--- src/rtl/mmio_uart_tx_pkg.sv ---
// Shared types and constants for the memory-mapped UART transmitter.
// PARITY is only reachable when UART_TX_PARITY_EN is defined.
package mmio_uart_pkg;

    typedef enum logic [2:0] {
        IDLE   = 3'd0,
        START  = 3'd1,
        DATA   = 3'd2,
        STOP   = 3'd3,
        PARITY = 3'd4
    } tx_state_e;

    localparam logic UART_IDLE_LEVEL = 1'b1;
    localparam int   DATA_BITS       = 8;

    function automatic logic even_parity(input logic [DATA_BITS-1:0] data);
        return ^data;
    endfunction

endpackage

--- src/rtl/mmio_uart_tx_if.sv ---
// CPU write-port bundle: the CPU drives we/addr/wdata, the UART block answers with en.
interface mmio_uart_tx_if;
    logic        we;
    logic [29:0] addr;
    logic [7:0]  wdata;
    logic        en;

    modport master (output we, addr, wdata, input en);
    modport slave  (input we, addr, wdata, output en);
endinterface

--- src/rtl/mmio_uart_tx_fifo.sv ---
// Byte FIFO between the MMIO write port and the serialiser; head is read
// combinationally so a pop can load the shift register in the same cycle.
module uart_tx_fifo #(
    parameter int FIFO_DEPTH = 16
) (
    input  logic                          clk,
    input  logic                          rst,
    input  logic                          push,
    input  logic [7:0]                    push_data,
    input  logic                          pop,
    output logic [7:0]                    pop_data,
    output logic [$clog2(FIFO_DEPTH):0]   count,
    output logic                          full,
    output logic                          empty
);
    localparam int PW = $clog2(FIFO_DEPTH);
    localparam int CW = PW + 1;

    logic [7:0]    mem [FIFO_DEPTH];
    logic [PW-1:0] wr_ptr_reg;
    logic [PW-1:0] rd_ptr_reg;
    logic [CW-1:0] count_reg;

    // Storage carries no reset so it maps onto plain RAM.
    always_ff @(posedge clk) begin
        if (push) begin
            mem[wr_ptr_reg] <= push_data;
        end
    end

    // Depth is a power of two, so the pointers wrap on their own.
    always_ff @(posedge clk) begin
        if (rst) begin
            wr_ptr_reg <= '0;
            rd_ptr_reg <= '0;
            count_reg  <= '0;
        end else begin
            if (push) begin
                wr_ptr_reg <= wr_ptr_reg + 1'b1;
            end
            if (pop) begin
                rd_ptr_reg <= rd_ptr_reg + 1'b1;
            end
            case ({push, pop})
                2'b10:   count_reg <= count_reg + 1'b1;
                2'b01:   count_reg <= count_reg - 1'b1;
                default: count_reg <= count_reg;
            endcase
        end
    end

    assign pop_data = mem[rd_ptr_reg];
    assign count    = count_reg;
    assign full     = (count_reg == CW'(FIFO_DEPTH));
    assign empty    = (count_reg == '0);

endmodule

--- src/rtl/mmio_uart_tx.sv ---
// MMIO UART transmitter: write-edge detect, address decode, byte FIFO and 8N1 serialiser.
// Define UART_TX_PARITY_EN to insert an even-parity bit before the stop bit.
module mmio_uart_tx
    import mmio_uart_pkg::*;
#(
    parameter logic [29:0] TX_ADDR_WORD   = 30'h2c000000,
    parameter logic [29:0] CTRL_ADDR_WORD = 30'h2c000001,
    parameter int          FIFO_DEPTH     = 16,
    parameter int          CLKS_PER_BIT   = 434
) (
    input  logic                         clk,
    input  logic                         rst,
    mmio_uart_tx_if.slave                bus,
    output logic                         tx,
    output logic                         busy,
    output logic [$clog2(FIFO_DEPTH):0]  fifo_count,
    output logic                         overflow
);
    localparam int CW    = $clog2(FIFO_DEPTH) + 1;
    localparam int CNT_W = $clog2(CLKS_PER_BIT);
    localparam logic [CNT_W-1:0] CNT_RELOAD = CNT_W'(CLKS_PER_BIT - 1);
    localparam logic [2:0]       LAST_BIT   = 3'(DATA_BITS - 1);

    localparam logic [2:0] S_IDLE   = IDLE;
    localparam logic [2:0] S_START  = START;
    localparam logic [2:0] S_DATA   = DATA;
    localparam logic [2:0] S_STOP   = STOP;
`ifdef UART_TX_PARITY_EN
    localparam logic [2:0] S_PARITY = PARITY;
`endif

    logic          we_q_reg;
    logic          wr_edge;
    logic          tx_hit;
    logic          ctrl_hit;
    logic          push_ok;
    logic          pop;
    logic [7:0]    fifo_data;
    logic [CW-1:0] fifo_count_w;
    logic          fifo_full;
    logic          fifo_empty;
    logic          overflow_reg;

    logic [2:0]       state_reg, state_next;
    logic [CNT_W-1:0] cnt_reg, cnt_next;
    logic [2:0]       bit_reg, bit_next;
    logic [7:0]       shift_reg, shift_next;
    logic             tx_reg, tx_next;
    logic             busy_reg, busy_next;
    logic             cnt_done;
`ifdef UART_TX_PARITY_EN
    logic             parity_reg, parity_next;
`endif

    // A held-high we yields exactly one rising edge, hence one write.
    assign wr_edge  = bus.we & ~we_q_reg;
    assign tx_hit   = wr_edge & (bus.addr == TX_ADDR_WORD);
    assign ctrl_hit = wr_edge & (bus.addr == CTRL_ADDR_WORD);
    assign push_ok  = tx_hit & (~fifo_full | pop);
    assign bus.en   = push_ok;

    uart_tx_fifo #(
        .FIFO_DEPTH (FIFO_DEPTH)
    ) u_fifo (
        .clk       (clk),
        .rst       (rst),
        .push      (push_ok),
        .push_data (bus.wdata),
        .pop       (pop),
        .pop_data  (fifo_data),
        .count     (fifo_count_w),
        .full      (fifo_full),
        .empty     (fifo_empty)
    );

    assign cnt_done = (cnt_reg == '0);

    always_comb begin
        state_next = state_reg;
        cnt_next   = cnt_done ? cnt_reg : cnt_reg - 1'b1;
        bit_next   = bit_reg;
        shift_next = shift_reg;
        pop        = 1'b0;
`ifdef UART_TX_PARITY_EN
        parity_next = parity_reg;
`endif
        case (state_reg)
            S_IDLE: begin
                if (!fifo_empty) begin
                    pop        = 1'b1;
                    shift_next = fifo_data;
`ifdef UART_TX_PARITY_EN
                    parity_next = even_parity(fifo_data);
`endif
                    state_next = S_START;
                    cnt_next   = CNT_RELOAD;
                end
            end
            S_START: begin
                if (cnt_done) begin
                    state_next = S_DATA;
                    cnt_next   = CNT_RELOAD;
                    bit_next   = '0;
                end
            end
            S_DATA: begin
                if (cnt_done) begin
                    cnt_next   = CNT_RELOAD;
                    shift_next = {1'b0, shift_reg[7:1]};
                    bit_next   = bit_reg + 3'd1;
                    if (bit_reg == LAST_BIT) begin
`ifdef UART_TX_PARITY_EN
                        state_next = S_PARITY;
`else
                        state_next = S_STOP;
`endif
                    end
                end
            end
`ifdef UART_TX_PARITY_EN
            S_PARITY: begin
                if (cnt_done) begin
                    state_next = S_STOP;
                    cnt_next   = CNT_RELOAD;
                end
            end
`endif
            S_STOP: begin
                if (cnt_done) begin
                    state_next = S_IDLE;
                end
            end
            default: begin
                state_next = S_IDLE;
            end
        endcase
    end

    // The pin level is derived from the next state and registered, so tx never glitches.
    always_comb begin
        tx_next = UART_IDLE_LEVEL;
        case (state_next)
            S_START:  tx_next = ~UART_IDLE_LEVEL;
            S_DATA:   tx_next = shift_next[0];
`ifdef UART_TX_PARITY_EN
            S_PARITY: tx_next = parity_next;
`endif
            default:  tx_next = UART_IDLE_LEVEL;
        endcase
        busy_next = (state_next != S_IDLE);
    end

    always_ff @(posedge clk) begin
        if (rst) begin
            we_q_reg     <= 1'b0;
            state_reg    <= S_IDLE;
            cnt_reg      <= '0;
            bit_reg      <= '0;
            shift_reg    <= '0;
            tx_reg       <= UART_IDLE_LEVEL;
            busy_reg     <= 1'b0;
            overflow_reg <= 1'b0;
        end else begin
            we_q_reg  <= bus.we;
            state_reg <= state_next;
            cnt_reg   <= cnt_next;
            bit_reg   <= bit_next;
            shift_reg <= shift_next;
            tx_reg    <= tx_next;
            busy_reg  <= busy_next;
            // A dropped byte outranks a simultaneous clear.
            if (tx_hit && !push_ok) begin
                overflow_reg <= 1'b1;
            end else if (ctrl_hit) begin
                overflow_reg <= 1'b0;
            end
        end
    end

`ifdef UART_TX_PARITY_EN
    always_ff @(posedge clk) begin
        if (rst) begin
            parity_reg <= 1'b0;
        end else begin
            parity_reg <= parity_next;
        end
    end
`endif

    assign tx         = tx_reg;
    assign busy       = busy_reg;
    assign fifo_count = fifo_count_w;
    assign overflow   = overflow_reg;

endmodule
--- src/flat_wrapper.sv ---
// flat-port wrapper written by rule: the top's interface ports become plain ports
module mmio_uart_tx_flat import mmio_uart_pkg::*;
#(
    parameter logic [29:0] TX_ADDR_WORD   = 30'h2c000000,
    parameter logic [29:0] CTRL_ADDR_WORD = 30'h2c000001,
    parameter int          FIFO_DEPTH     = 16,
    parameter int          CLKS_PER_BIT   = 434
)
  (clk, rst, tx, busy, fifo_count, overflow, bus_we, bus_addr, bus_wdata, bus_en);
  mmio_uart_tx_if bus_i ();
  input  logic clk;
  input  logic rst;
  output logic tx;
  output logic busy;
  output logic [$clog2(FIFO_DEPTH):0] fifo_count;
  output logic overflow;
  input wire logic [$bits(bus_i.we)-1:0] bus_we;
  input wire logic [$bits(bus_i.addr)-1:0] bus_addr;
  input wire logic [$bits(bus_i.wdata)-1:0] bus_wdata;
  output wire logic [$bits(bus_i.en)-1:0] bus_en;
  assign bus_i.we = bus_we;
  assign bus_i.addr = bus_addr;
  assign bus_i.wdata = bus_wdata;
  assign bus_en = bus_i.en;
  mmio_uart_tx #(.TX_ADDR_WORD(TX_ADDR_WORD), .CTRL_ADDR_WORD(CTRL_ADDR_WORD), .FIFO_DEPTH(FIFO_DEPTH), .CLKS_PER_BIT(CLKS_PER_BIT)) u_core (.clk(clk), .rst(rst), .bus(bus_i), .tx(tx), .busy(busy), .fifo_count(fifo_count), .overflow(overflow));
endmodule
--- config.mk ---
export PLATFORM = sky130hd
export DESIGN_NAME = mmio_uart_tx_flat
export DESIGN_NICKNAME = d
export VERILOG_FILES = /design/src/rtl/mmio_uart_tx_pkg.sv /design/src/rtl/mmio_uart_tx_if.sv /design/src/rtl/mmio_uart_tx_fifo.sv /design/src/rtl/mmio_uart_tx.sv /design/src/flat_wrapper.sv
export SDC_FILE = /design/constraint.sdc
export NUM_CORES = 1
export LEC_CHECK = 0
export CORE_UTILIZATION = 63
export CTS_CLUSTER_DIAMETER = 100
export DETAILED_ROUTE_END_ITERATION = 10
export PLACE_DENSITY = 0.83
export SYNTH_ARGS = -nofsm -noshare
export SYNTH_HDL_FRONTEND = slang
export SYNTH_SLANG_ARGS = --single-unit
--- constraint.sdc ---
create_clock -name clk -period 4.2 [get_ports clk]
set_input_delay 0.42 -clock clk [delete_from_list [all_inputs] [get_ports clk]]
set_output_delay 0.42 -clock clk [all_outputs]
set_load 0.005 [all_outputs]
# After elaboration in Yosys (flattened, before gate mapping)
# Memory sizes are Yosys's and may differ from the RTL's. A register that Yosys moved wholly into a read port is not among the register bits.
# Cells that the tools add are included.
dict set report word_totals {
  regBits 40
  mem_bits_rw 128
  memories 1
  inputBits 41
}
dict set report op_classes {
  reduce_logical 13
  eq_ne 14
  add_sub_neg 6
  mux 26
  bitwise 7
}
# name words word_bits read_ports rd_ports_with_merged_regs wr line
set mem_list {}
lappend mem_list {u_core.u_fifo.mem 16 8 1 1 1 mmio_uart_tx_fifo.sv:19} ;# logic [7:0] mem [FIFO_DEPTH];
# operator count
set ops {}
lappend ops {{$eq 30x30->1 const B} 2}
lappend ops {{$mux 9} 3}
lappend ops {{$mux 3} 7}
lappend ops {{$pmux 9 s2} 1}
lappend ops {{$mux 8} 2}
lappend ops {{$pmux 8 s2} 1}
lappend ops {{$pmux 3 s4} 1}
lappend ops {{$pmux 5 s2} 1}
lappend ops {{$eq 3x2->1 const B} 3}
lappend ops {{$logic_not 9->1} 1}
lappend ops {{$sub 9x1->9 const B} 1}
lappend ops {{$add 4x1->4 const B} 2}
lappend ops {{$mux 4} 2}
lappend ops {{$reduce_bool 2->1} 4}
lappend ops {{$eq 3x1->1 const B} 2}
lappend ops {{$mux 1} 6}
lappend ops {{$pmux 3 s2} 1}
lappend ops {{$reduce_and 3->1} 2}
lappend ops {{$add 5x1->5 const B} 1}
lappend ops {{$eq 5x5->1 const B} 1}
lappend ops {{$logic_not 5->1} 1}
lappend ops {{$sub 5x1->5 const B} 1}
lappend ops {{$and 1x1->1} 4}
lappend ops {{$ne 2x1->1 const B} 2}
lappend ops {{13 further kinds} 14}

# Logic depth before layout (Yosys ltp)
# Gate-level depths: netlist (run 1).
dict set report logic_depth {
  word_depth 8
  depth_mapped 10
  mapped_depth_nobuf 10
}

# Hierarchy
# Synthesis (run 1) repeated with hierarchy kept, for this count alone.
dict set report unflattened {
  hier_cells 469
  area_unflattened_um2 7277.0
}
# module seq_area_each_um2 area_per_inst_um2 instances cells_per_inst
set by_module_without_submodules {}
lappend by_module_without_submodules {uart_tx_fifo 4184.0 5814.3 1 313}
lappend by_module_without_submodules {mmio_uart_tx 540.5 1462.7 1 156}

# Worst setup path after synthesis (run 1)
# No wires, ideal clock.
dict set report synth_timing {
  path_type {input to register}
  startpoint {input port bus_addr[3]}
  endpoint {register u_core.u_fifo.count_reg[4] (netlist: u_core.u_fifo.count[4])}
  path_stages 10
  t_arrival_ns 2.657
  path_buffers 0
  setup_ns 0.106
  path_slack_ns 1.437
  path_cell_list {nor4_4 nand4_2 nor3_4 nor2_1 fa_1 a21o_1 a21oi_1 and3_1 mux2i_1 o311ai_0}
}
dict set report synth_via {
  elab_chain_len 5
  word_cells_on_any_way 7
}
# element line
set synth_rtl {}
lappend synth_rtl {{start, declared} flat_wrapper.sv:18} ;# input wire logic [$bits(bus_i.addr)-1:0] bus_addr;
lappend synth_rtl {{$eq 30x30->1 (*)} mmio_uart_tx.sv:57} ;# assign tx_hit = wr_edge & (bus.addr == TX_ADDR_WORD);
lappend synth_rtl {{$and 1x1->1 (*)} mmio_uart_tx.sv:57}
lappend synth_rtl {{$and 1x1->1 (*)} mmio_uart_tx.sv:59} ;# assign push_ok = tx_hit & (~fifo_full | pop);
lappend synth_rtl {{$eq 2x1->1 / $eq 2x2->1 (equally long branches)} mmio_uart_tx_fifo.sv:44} ;# case ({push, pop})
lappend synth_rtl {{$pmux 5 s2 / $reduce_bool 2->1 (equally long branches)} -}
lappend synth_rtl {{end signal, assigned} mmio_uart_tx_fifo.sv:45} ;# 2'b10: count_reg <= count_reg + 1'b1;
lappend synth_rtl {{end signal, assigned} mmio_uart_tx_fifo.sv:46} ;# 2'b01: count_reg <= count_reg - 1'b1;
lappend synth_rtl {{end signal, assigned} mmio_uart_tx_fifo.sv:47} ;# default: count_reg <= count_reg;
lappend synth_rtl {{end, declared} mmio_uart_tx_fifo.sv:22} ;# logic [CW-1:0] count_reg;
# Every way passes the cells marked *; elsewhere a longest branch is shown, timed or not.
# A chain may end at the register's enable or synchronous reset.

# Worst setup path in the final report (run 1)
dict set report layout_timing {
  startpoint {input port bus_addr[15]}
  endpoint {register u_core.u_fifo.count_reg[4] (netlist: u_core.u_fifo.count[4])}
}
# The elaborated chain is that of the path after synthesis.

==> results of run 1 <==
-- cell usage in the layout (no fill, tap or decap), drive strengths merged, types with 4 or more instances in the layout --
cell,netlist,routed
nand2,23,23
clkinv,0,5
nor4b,4,4
inv,10,12
o32ai,7,7
clkbuf,10,19
buf,10,5
nor2,26,26
mux2i,31,31
ha,12,12
xor2,7,7
dfxtp,44,44
edfxtp,128,128
o221ai,13,13
o21ai,4,4
mux2,4,4
a21boi,6,6
nor4,7,7
o22ai,7,7
and3,22,22
xnor2,7,7
nand3,5,5
a21oi,24,24
clkdlybuf4s50,0,49
mux4,19,19
nand4,4,4
nor2b,8,8
nor3,9,9
-- path summary, 6_finish.rpt --
kind                                       start                             endpoint  slack [ps]
setup / recovery                    bus_addr[15]  u_core.u_fifo.count[4]$_SDFFE_PP0P_         850
hold / removal      u_core.cnt_reg[8]$_SDFF_PP0_         u_core.cnt_reg[8]$_SDFF_PP0_         490
setup reg to reg  u_core.state_reg[0]$_SDFF_PP0_  u_core.u_fifo.count[4]$_SDFFE_PP0P_         990
hold reg to reg     u_core.cnt_reg[8]$_SDFF_PP0_         u_core.cnt_reg[8]$_SDFF_PP0_         490
-- worst reg2reg max path, delay by kind of cell (launching register included) --
| family | cells | cell delay, ps |
|---|---|---|
| adders and majority gates | 1 | 340 |
| AOI/OAI and AO/OA | 4 | 1080 |
| and+or+nand+nor | 3 | 1230 |
| DFF | 1 | 360 |
| muxes | 1 | 80 |
-- routing by layer --
layer	track usage (%)	part of all wire [%]	vias to the layer above
met1	36.10	41	2247
met4	12.38	2.2	0
met2	48.25	51	188
met5	0	0	-
li1	-	-	2008
met3	6.580	6.1	40
-- stage by stage --
step           power [mW]  instances  hold WS [ps]  setup slack (ps)
6_report            4.503        689         488.9             845.4
5_1_grt             4.678        689         504.1             677.5
4_1_cts             4.511        689         494.0             921.8
3_5_place_dp        2.973        658         478.9             474.3
3_3_place_gp        2.938        658         458.8             811.4
2_1_floorplan       2.729        484         446.6              1437
-- Yosys cell counts, drive strengths merged, types with 2 or more instances --
library cell / n / area (um^2)
o221ai: 13 / 113.9
nand4: 4 / 31.28
nor4: 7 / 98.85
clkbuf: 10 / 37.54
o22ai: 7 / 43.79
a21boi: 6 / 45.04
xor2: 7 / 61.31
nand2b: 2 / 12.51
and2: 2 / 12.51
a211oi: 3 / 22.52
a21o: 2 / 15.01
a22oi: 2 / 15.01
nor4b: 4 / 71.32
and3: 22 / 137.6
nor3: 9 / 56.31
o21ai: 4 / 20.01
nor3b: 3 / 22.52
a31oi: 3 / 25.02
nand3: 5 / 25.02
mux2i: 31 / 322.8
buf: 10 / 60.06
a2111oi: 2 / 23.77
nor2: 26 / 97.59
nand2: 23 / 86.33
edfxtp: 128 / 3844
mux4: 19 / 427.9
a21oi: 24 / 120.1
mux2: 4 / 48.79
xnor2: 7 / 61.31
or3: 3 / 18.77
o32ai: 7 / 68.82
inv: 10 / 37.54
nor2b: 8 / 50.05
dfxtp: 44 / 880.8
and4: 2 / 18.77
ha: 12 / 150.1
-- power by group --
group / internal [mW] / leakage (nW) / switching, mW
logic: 0.461 / 1.06 / 0.454
registers: 1.91 / 1.51 / 0.136
clock network: 0.928 / 0.274 / 0.618
-- layout make-up --
cell class                 instances  area share (%)
multi-input combinational        282           28.53
sequential                       172           55.86
inverter                          10          0.4437
clock buffer                      19           5.118
tap                              140           2.071
timing repair buffer              54           6.242
clock inverter                    12           1.731
-- cell families (layout without fill, tap and decap cells) --
family,after synthesis,after routing,share of synthesized area [%]
DFF,172,172,64.96
and+or+nand+nor,123,123,10.56
AOI/OAI and AO/OA,77,77,7.552
muxes,54,54,10.99
buffers and inverters,30,95,1.858
xor gates and xnor gates,14,14,1.686
adders and majority gates,13,13,2.340
other,1,1,0.05156
==> results.json, run 1 <==
{
  "core.rowCount": 38,
  "seqCellArea_um2": 4726,
  "fin_util_pct": 76.69,
  "routed_wl_um": 15690,
  "synth_cell_types": 59,
  "antenna_found_initial": 0,
  "dieArea_um2": 11980,
  "drv_cap": 0,
  "grt_pass1_vias": 4591,
  "dr.pass1.iters": 5,
  "outcome": "finished, final reports clean",
  "multi_input_area_um2": 2414,
  "place_area_um2": 7880,
  "clock.fmax_mhz": 298.1,
  "crit_cells": 11,
  "die_h_um": 109.4,
  "worst_setup_path_start_kind": "input pin",
  "route.detailed.drc": 0,
  "syn_inst": 484,
  "cp_num_buf_inv": 1,
  "cpLargestDelayFamily": "simple AND/OR/NAND/NOR gates",
  "ant_nets": 0,
  "vdd_drop_max_v": 0.0004888,
  "path_clk_slew_ps": 60,
  "path_cells": "clkdlybuf4s50_1, nor4_2, nand4_1, nor3_4, nor2_1, fa_1, a21o_1, a21oi_1, and3_1, mux2i_1, o311ai_0",
  "max_slew_margin_pct": 34.50,
  "largest_reg_flops": 128,
  "reg2reg_depth": 9,
  "worst_pin_slew_ps": 981.1,
  "whs_path_depth": 2,
  "initial_core_util_pct": 65.94,
  "syn-num-nets": 538,
  "ys.flop_type": "edfxtp_1",
  "min_path_type": "register to register",
  "cts_buffer_depth": 2,
  "cts_setup_buffers": 0,
  "grt_max_degree": 36,
  "final_area_um2": 8459,
  "ys_seq_area_share_pct": 64.96,
  "timing.final.crit_period_ps": 3355,
  "synth-seq-cells": 172,
  "cts_tree": "built",
  "via_count": 4483,
  "async_flop_share_pct": 0,
  "crit_fanout": 5,
  "netlist_area_um2": 7273,
  "io_pins": 50,
  "viasPerCell": 6.507,
  "setup_violations": 0,
  "synthToLayoutAreaGrowth_pct": 16.31,
  "gp_congestion": 0.7833,
  "wire_per_inst_um": 22.77,
  "fin_crit_sh_pct": 79.87,
  "syn_avg_cell_area_um2": 15.03,
  "coreArea_um2": 11030,
  "grt.overflow.total": 0,
  "fin_nets": 591,
  "fill_cells": 634,
  "grt_setup_unrepaired": "no",
  "yosysWarnings": 0,
  "hold_buffers": 0,
  "cp_slowest_stage_delay_ps": 430,
  "drt_iter0_markers": 474,
  "grt_pass1_wl_um": 24600,
  "crit_type": "input pin to register",
  "clk_latency_ps": 420,
  "hpwl_um": 10280,
  "ctsHtreeMaxLevel": 4,
  "synth_edf_count": 128,
  "cts_made_buffers": 17,
  "final_layout_size_suffix_gt1_share_pct": 12.93,
  "p_leak_nw": 2.841,
  "end_kind": "register",
  "crit_path_top_delay_cell": "fa_1",
  "cts_resized": 0,
  "skew_ps": 8.711,
  "cp.arrival_ps": 3650,
  "crit_required_ps": 4500,
  "io_buffers": 49,
  "diodes": 0,
  "power.density_nw_per_um2": 532.3,
  "final_max_slew_viol_count": 0,
  "gr-usage-all-layers_pct": 28.78,
  "finalHoldViolCount": 0,
  "clock-sinks": 172,
  "final.setup.tns_ps": 0,
  "cts_root_buf": "clkbuf_16",
  "die_width_um": 109.4
}
Power figures use the tool's default switching activity.
==> inputs of run 2 (changes only) <==
Settings changed: CORE_UTILIZATION 63 to 59, PLACE_DENSITY 0.83 to 0.79.
Clock period 4.2 ns to 3.13 ns, I/O delays scaled along.
==> run 2 against run 1 <==
Effect of this change: sequential power rose by 32%; die area rose by 6.7%; critical endpoint is now bus_en; non-clock buffer count rose by 8; global-route usage fell by 4.2 points; critical path depth fell by 6; largest power group unchanged.
==> results.json, run 2 (synthesis results as in run 1) <==
{
  "final.setup.tns_ps": 0,
  "hold_ws_ps": 474.6,
  "power_mw": 5.954,
  "routed_wl_um": 14590,
  "fin_crit_sh_pct": 93.78,
  "cts_buffer_depth": 2,
  "finalHoldViolCount": 0,
  "crit_cells": 5,
  "clock-sinks": 172,
  "grt_pass1_wl_um": 23110,
  "io_buffers": 49,
  "cts_root_buf": "clkbuf_16",
  "endpoint": "bus_en",
  "die_width_um": 113.0,
  "cp_slowest_stage_delay_ps": 550,
  "final_area_um2": 8521,
  "coreArea_um2": 12010,
  "cts_made_buffers": 17,
  "wire_per_inst_um": 20.69,
  "r2r-end": "u_core.u_fifo.count[4]$_SDFFE_PP0P_",
  "crit_fanout": 17,
  "crit_type": "register to primary output",
  "largest_reg_flops": 128,
  "crit_path_top_delay_cell": "clkdlybuf4s50_1",
  "cp-startpoint": "u_core.state_reg[0]$_SDFF_PP0_",
  "fin_nets": 599,
  "rr_startpoint": "u_core.u_fifo.count[0]$_SDFFE_PP0P_",
  "die_h_um": 113.0,
  "via_count": 4343,
  "timing.final.crit_period_ps": 2935,
  "drt_iter0_markers": 300,
  "io_pins": 50,
  "hpwl_um": 9682,
  "dr.pass1.iters": 5,
  "crit_required_ps": 2820,
  "path_clk_slew_ps": 60,
  "diodes": 0,
  "path_cells": "or3_1, a31oi_1, nand3_1, clkinvlp_4, clkdlybuf4s50_1",
  "vdd_drop_max_v": 0.0005217,
  "final_max_slew_viol_count": 0,
  "core.rowCount": 40,
  "fill_cells": 757,
  "dieArea_um2": 12780,
  "clock.fmax_mhz": 340.7,
  "grt.overflow.total": 0,
  "route.detailed.drc": 0,
  "ff2ff_setup_slack_ps": 430,
  "min_path_type": "register to register",
  "place_area_um2": 7949,
  "placed_cells": 673,
  "gr-usage-all-layers_pct": 24.56,
  "skew_ps": 15.99,
  "ant_nets": 0,
  "grt_max_degree": 35,
  "final-instance-count-excl-fill": 705,
  "max_slew_margin_pct": 25.01,
  "reg2reg_depth": 10,
  "end_kind": "primary output",
  "worst_pin_slew_ps": 1123,
  "grt_setup_unrepaired": "no",
  "grt_pass1_vias": 4464,
  "cpLargestDelayFamily": "buffers and inverters",
  "final_common_cell": "edfxtp_1",
  "final_cell_mix": "128 x edfxtp_1, 49 x clkdlybuf4s50_1, 43 x dfxtp_1, 30 x mux2i_1, 26 x nor2_1",
  "gp_congestion": 0.8106,
  "worst_setup_path_start_kind": "register",
  "viasPerCell": 6.160,
  "outcome": "finished, final reports clean",
  "setup_violations": 0,
  "power.density_nw_per_um2": 698.8,
  "cts_tree": "built",
  "final_layout_size_suffix_gt1_share_pct": 15.41,
  "cp_num_buf_inv": 2,
  "cp.arrival_ps": 2620,
  "initial_core_util_pct": 60.55,
  "antenna_found_initial": 0,
  "p_leak_nw": 2.874,
  "drv_cap": 0,
  "ctsHtreeMaxLevel": 4,
  "clk_latency_ps": 440,
  "synthToLayoutAreaGrowth_pct": 17.15
}
-- run 2: cell type report --
cell class                 instances  area (um^2)  share of cell area, %
clock buffer                      17        425.4                  4.993
clock inverter                    15        142.6                  1.674
inverter                          10        41.29                 0.4846
multi-input combinational        282         2414                  28.33
sequential                       172         4726                  55.46
tap                              147        183.9                  2.159
timing repair buffer              62        588.1                  6.902
-- run 2: worst min-delay path by stage --
| stage | end | startpoint | depth (start not counted) | slack (ps) |
|---|---|---|---|---|
| 2_1_floorplan | u_core.overflow$_SDFFE_PP0P_ | bus_addr[0] | 1 | 410 |
| 3_3_place_gp | u_core.cnt_reg[8]$_SDFF_PP0_ | u_core.cnt_reg[8]$_SDFF_PP0_ | 2 | 450 |
| 3_5_place_dp | u_core.cnt_reg[8]$_SDFF_PP0_ | u_core.cnt_reg[8]$_SDFF_PP0_ | 2 | 470 |
| 4_1_cts | u_core.cnt_reg[8]$_SDFF_PP0_ | u_core.cnt_reg[8]$_SDFF_PP0_ | 2 | 480 |
| 5_1_grt | u_core.cnt_reg[8]$_SDFF_PP0_ | u_core.cnt_reg[8]$_SDFF_PP0_ | 2 | 520 |
| 6_report | u_core.cnt_reg[8]$_SDFF_PP0_ | u_core.cnt_reg[8]$_SDFF_PP0_ | 2 | 470 |
-- run 2: routing by layer --
layer | wire [um] | global-route usage (%) | vias up
li1 | - | - | 2030
met2 | 7419 | 41.43 | 140
met5 | 0 | 0 | -
met4 | 297 | 9.123 | 0
met1 | 6069 | 30.02 | 2147
met3 | 799 | 7.445 | 26
-- run 2: repair_timing --
item                       CTS  global route
setup buffers                0             0
gates resized for setup      0             1
hold buffers                 0             0
setup endpoints to repair    0             1
-- run 2: stage by stage --
step	utilization, %	setup WS, ps
global route	70.94	99.03
floorplan	-	370.1
CTS	70.91	86.22
detailed placement	66.18	84.96
finish	70.94	194.5
global placement	66.18	198.1
-- run 2: worst register-to-register path, delay by kind of cell (launching register included) --
family | cells | cell delay, ps
simple gates | 3 | 770
flops | 1 | 390
fa+ha+maj | 1 | 410
compound gates | 5 | 830
buf+inv | 1 | 150
-- run 2: power by group --
group	switching (mW)	total, mW	internal [mW]	leakage [nW]
logic	0.629	1.26	0.628	1.09
clock network	0.945	2.00	1.06	0.278
registers	0.139	2.70	2.56	1.51
==> inputs of run 3 (changes only) <==
Settings changed: CORE_MARGIN set to 2, SETUP_SLACK_MARGIN set to 0.15.
Clock period 3.13 ns to 3.2 ns, I/O delays scaled along.
==> run 3 against run 2 <==
Effect of this change: via count rose by 1.1%; critical path depth unchanged; clock skew is 6.7 ps lower; first-iteration DRC count increased by 35%; non-clock buffer count decreased by 1; sequential power decreased by 2%; sequential share of layout area decreased by 0.15 points; die area grew 3.6%; design area up 0.28%; sequential cell count stayed put; clock power about the same; total power decreased by 0.79%; largest cell class unchanged; largest power group unchanged.
==> results.json, run 3 (synthesis results as in run 1) <==
{
  "outcome": "finished, final reports clean",
  "route.detailed.drc": 0,
  "viasPerCell": 6.234,
  "r2r-end": "u_core.u_fifo.count[4]$_SDFFE_PP0P_",
  "crit_path_top_delay_cell": "clkdlybuf4s50_1",
  "setup_violations": 0,
  "cts_resized": 0,
  "clock-sinks": 172,
  "fin_crit_sh_pct": 90.06,
  "clk_latency_ps": 430,
  "clock.fmax_mhz": 347.0,
  "synthToLayoutAreaGrowth_pct": 17.48,
  "final_cell_mix": "128 x edfxtp_1, 49 x clkdlybuf4s50_1, 43 x dfxtp_1, 30 x mux2i_1, 26 x nor2_1",
  "drt_iter0_markers": 404,
  "power_mw": 5.907,
  "dieArea_um2": 13230,
  "seqCellArea_um2": 4726,
  "gr-usage-all-layers_pct": 24.24,
  "drv_cap": 0,
  "fill_cells": 773,
  "grt_pass1_wl_um": 23600,
  "ant_nets": 0,
  "die_width_um": 115.0,
  "hold_buffers": 0,
  "crit_type": "register to primary output",
  "ff2ff_setup_slack_ps": 500,
  "dr.pass1.iters": 5,
  "final.setup.tns_ps": 0,
  "cts_setup_buffers": 0,
  "cp.arrival_ps": 2560,
  "final_layout_size_suffix_gt1_share_pct": 15.62,
  "cpLargestDelayFamily": "buffers and inverters",
  "whs_path_depth": 2,
  "routed_wl_um": 14840,
  "skew_ps": 9.297,
  "worst_slack_ps": 318.2,
  "end_kind": "primary output",
  "final_max_slew_viol_count": 0,
  "largest_reg_flops": 128,
  "worstHoldEndpoint": "u_core.cnt_reg[8]$_SDFF_PP0_",
  "max_slew_margin_pct": 26.49,
  "timing.final.crit_period_ps": 2882,
  "path_cells": "or3_1, a31oi_2, nand3_1, clkinvlp_4, clkdlybuf4s50_1",
  "hpwl_um": 9842,
  "initial_core_util_pct": 60.55,
  "cts_made_buffers": 17,
  "cp_num_buf_inv": 2,
  "antenna_found_initial": 0,
  "coreArea_um2": 12010,
  "io_pins": 50,
  "crit_fanout": 17,
  "power.density_nw_per_um2": 691.3,
  "crit_required_ps": 2880,
  "cp_slowest_stage_delay_ps": 560,
  "rr_startpoint": "u_core.u_fifo.count[0]$_SDFFE_PP0P_",
  "io_buffers": 49,
  "hp-start": "u_core.cnt_reg[8]$_SDFF_PP0_",
  "fin_nets": 598,
  "grt.overflow.total": 0,
  "path_clk_slew_ps": 70,
  "via_count": 4389,
  "die_h_um": 115.0,
  "core.rowCount": 40,
  "worst_setup_path_start_kind": "register",
  "final_common_cell": "edfxtp_1",
  "dp_slack_ps": 51.30,
  "diodes": 0,
  "finalHoldViolCount": 0,
  "grt_setup_unrepaired": "no",
  "wire_per_inst_um": 21.08,
  "hold_ws_ps": 489.9,
  "grt_max_degree": 36,
  "cts_root_buf": "clkbuf_16",
  "grt_pass1_vias": 4495,
  "cts_buffer_depth": 2,
  "multi_input_area_um2": 2426,
  "cts_tree": "built",
  "ctsHtreeMaxLevel": 4,
  "reg2reg_depth": 10,
  "worst_pin_slew_ps": 1101,
  "min_path_type": "register to register",
  "vdd_drop_max_v": 0.0007906,
  "p_leak_nw": 2.881,
  "gp_congestion": 0.8051
}
==> run 3: changes by cell type in the layout (fill, tap and decap cells not counted), sizes merged <==
cell    delta
bufinv     +2
inv        -6
buf        -1
clkinv     +4
==> run 3: cell type report <==
class	count	area share [%]
flip-flops and latches	172	55.31
multi-input cells	282	28.39
repair buffers	61	6.795
clock buffers	17	4.979
well taps	147	2.153
clock inverters	15	1.889
inverters	10	0.4832
==> run 3: where the power goes <==
group / leakage, nW / internal (mW) / switching (mW)
combinational: 1.08 / 0.617 / 0.632
clock: 0.289 / 1.16 / 0.861
sequential: 1.51 / 2.50 / 0.135
==> run 3: per-stage QoR <==
| step | instances | cell area [um^2] | utilization [%] |
|---|---|---|---|
| after floorplan | 484 | 7273 | - |
| after global placement | 672 | 7941 | 66.11 |
| after detailed placement | 672 | 7941 | 66.11 |
| after CTS | 704 | 8528 | 71.00 |
| after global routing | 704 | 8544 | 71.14 |
| final | 704 | 8544 | 71.14 |
==> run 3: worst max-delay path by stage <==
stage	slack, ps	startpoint	cells past startpoint	endpoint
2_1_floorplan	440	u_core.u_fifo.count[0]$_SDFFE_PP0P_	10	u_core.u_fifo.count[4]$_SDFFE_PP0P_
3_3_place_gp	260	bus_addr[16]	12	u_core.u_fifo.count[4]$_SDFFE_PP0P_
3_5_place_dp	50	bus_addr[16]	12	u_core.u_fifo.count[4]$_SDFFE_PP0P_
4_1_cts	150	u_core.state_reg[0]$_SDFF_PP0_	5	bus_en
5_1_grt	230	bus_addr[16]	11	u_core.u_fifo.count[4]$_SDFFE_PP0P_
6_report	320	u_core.state_reg[0]$_SDFF_PP0_	5	bus_en
==> run 3: worst register-to-register path, delay by kind of cell, from the launching register on <==
family | cells | cell delay, ps
AO/OA/AOI/OAI | 5 | 830
AND/OR/NAND/NOR | 3 | 750
adder cells (fa/ha/maj) | 1 | 440
flip-flops | 1 | 380
buffers and inverters | 1 | 150
==> run 3: per-layer routing <==
metal / GRT usage (%) / share of wire (%) / vias to the layer above
met4: 8.353 / 2.1 / 0
met3: 7.327 / 3.9 / 28
met5: 0 / 0 / -
met2: 40.94 / 53 / 116
met1: 30.02 / 41 / 2214
li1: - / - / 2031
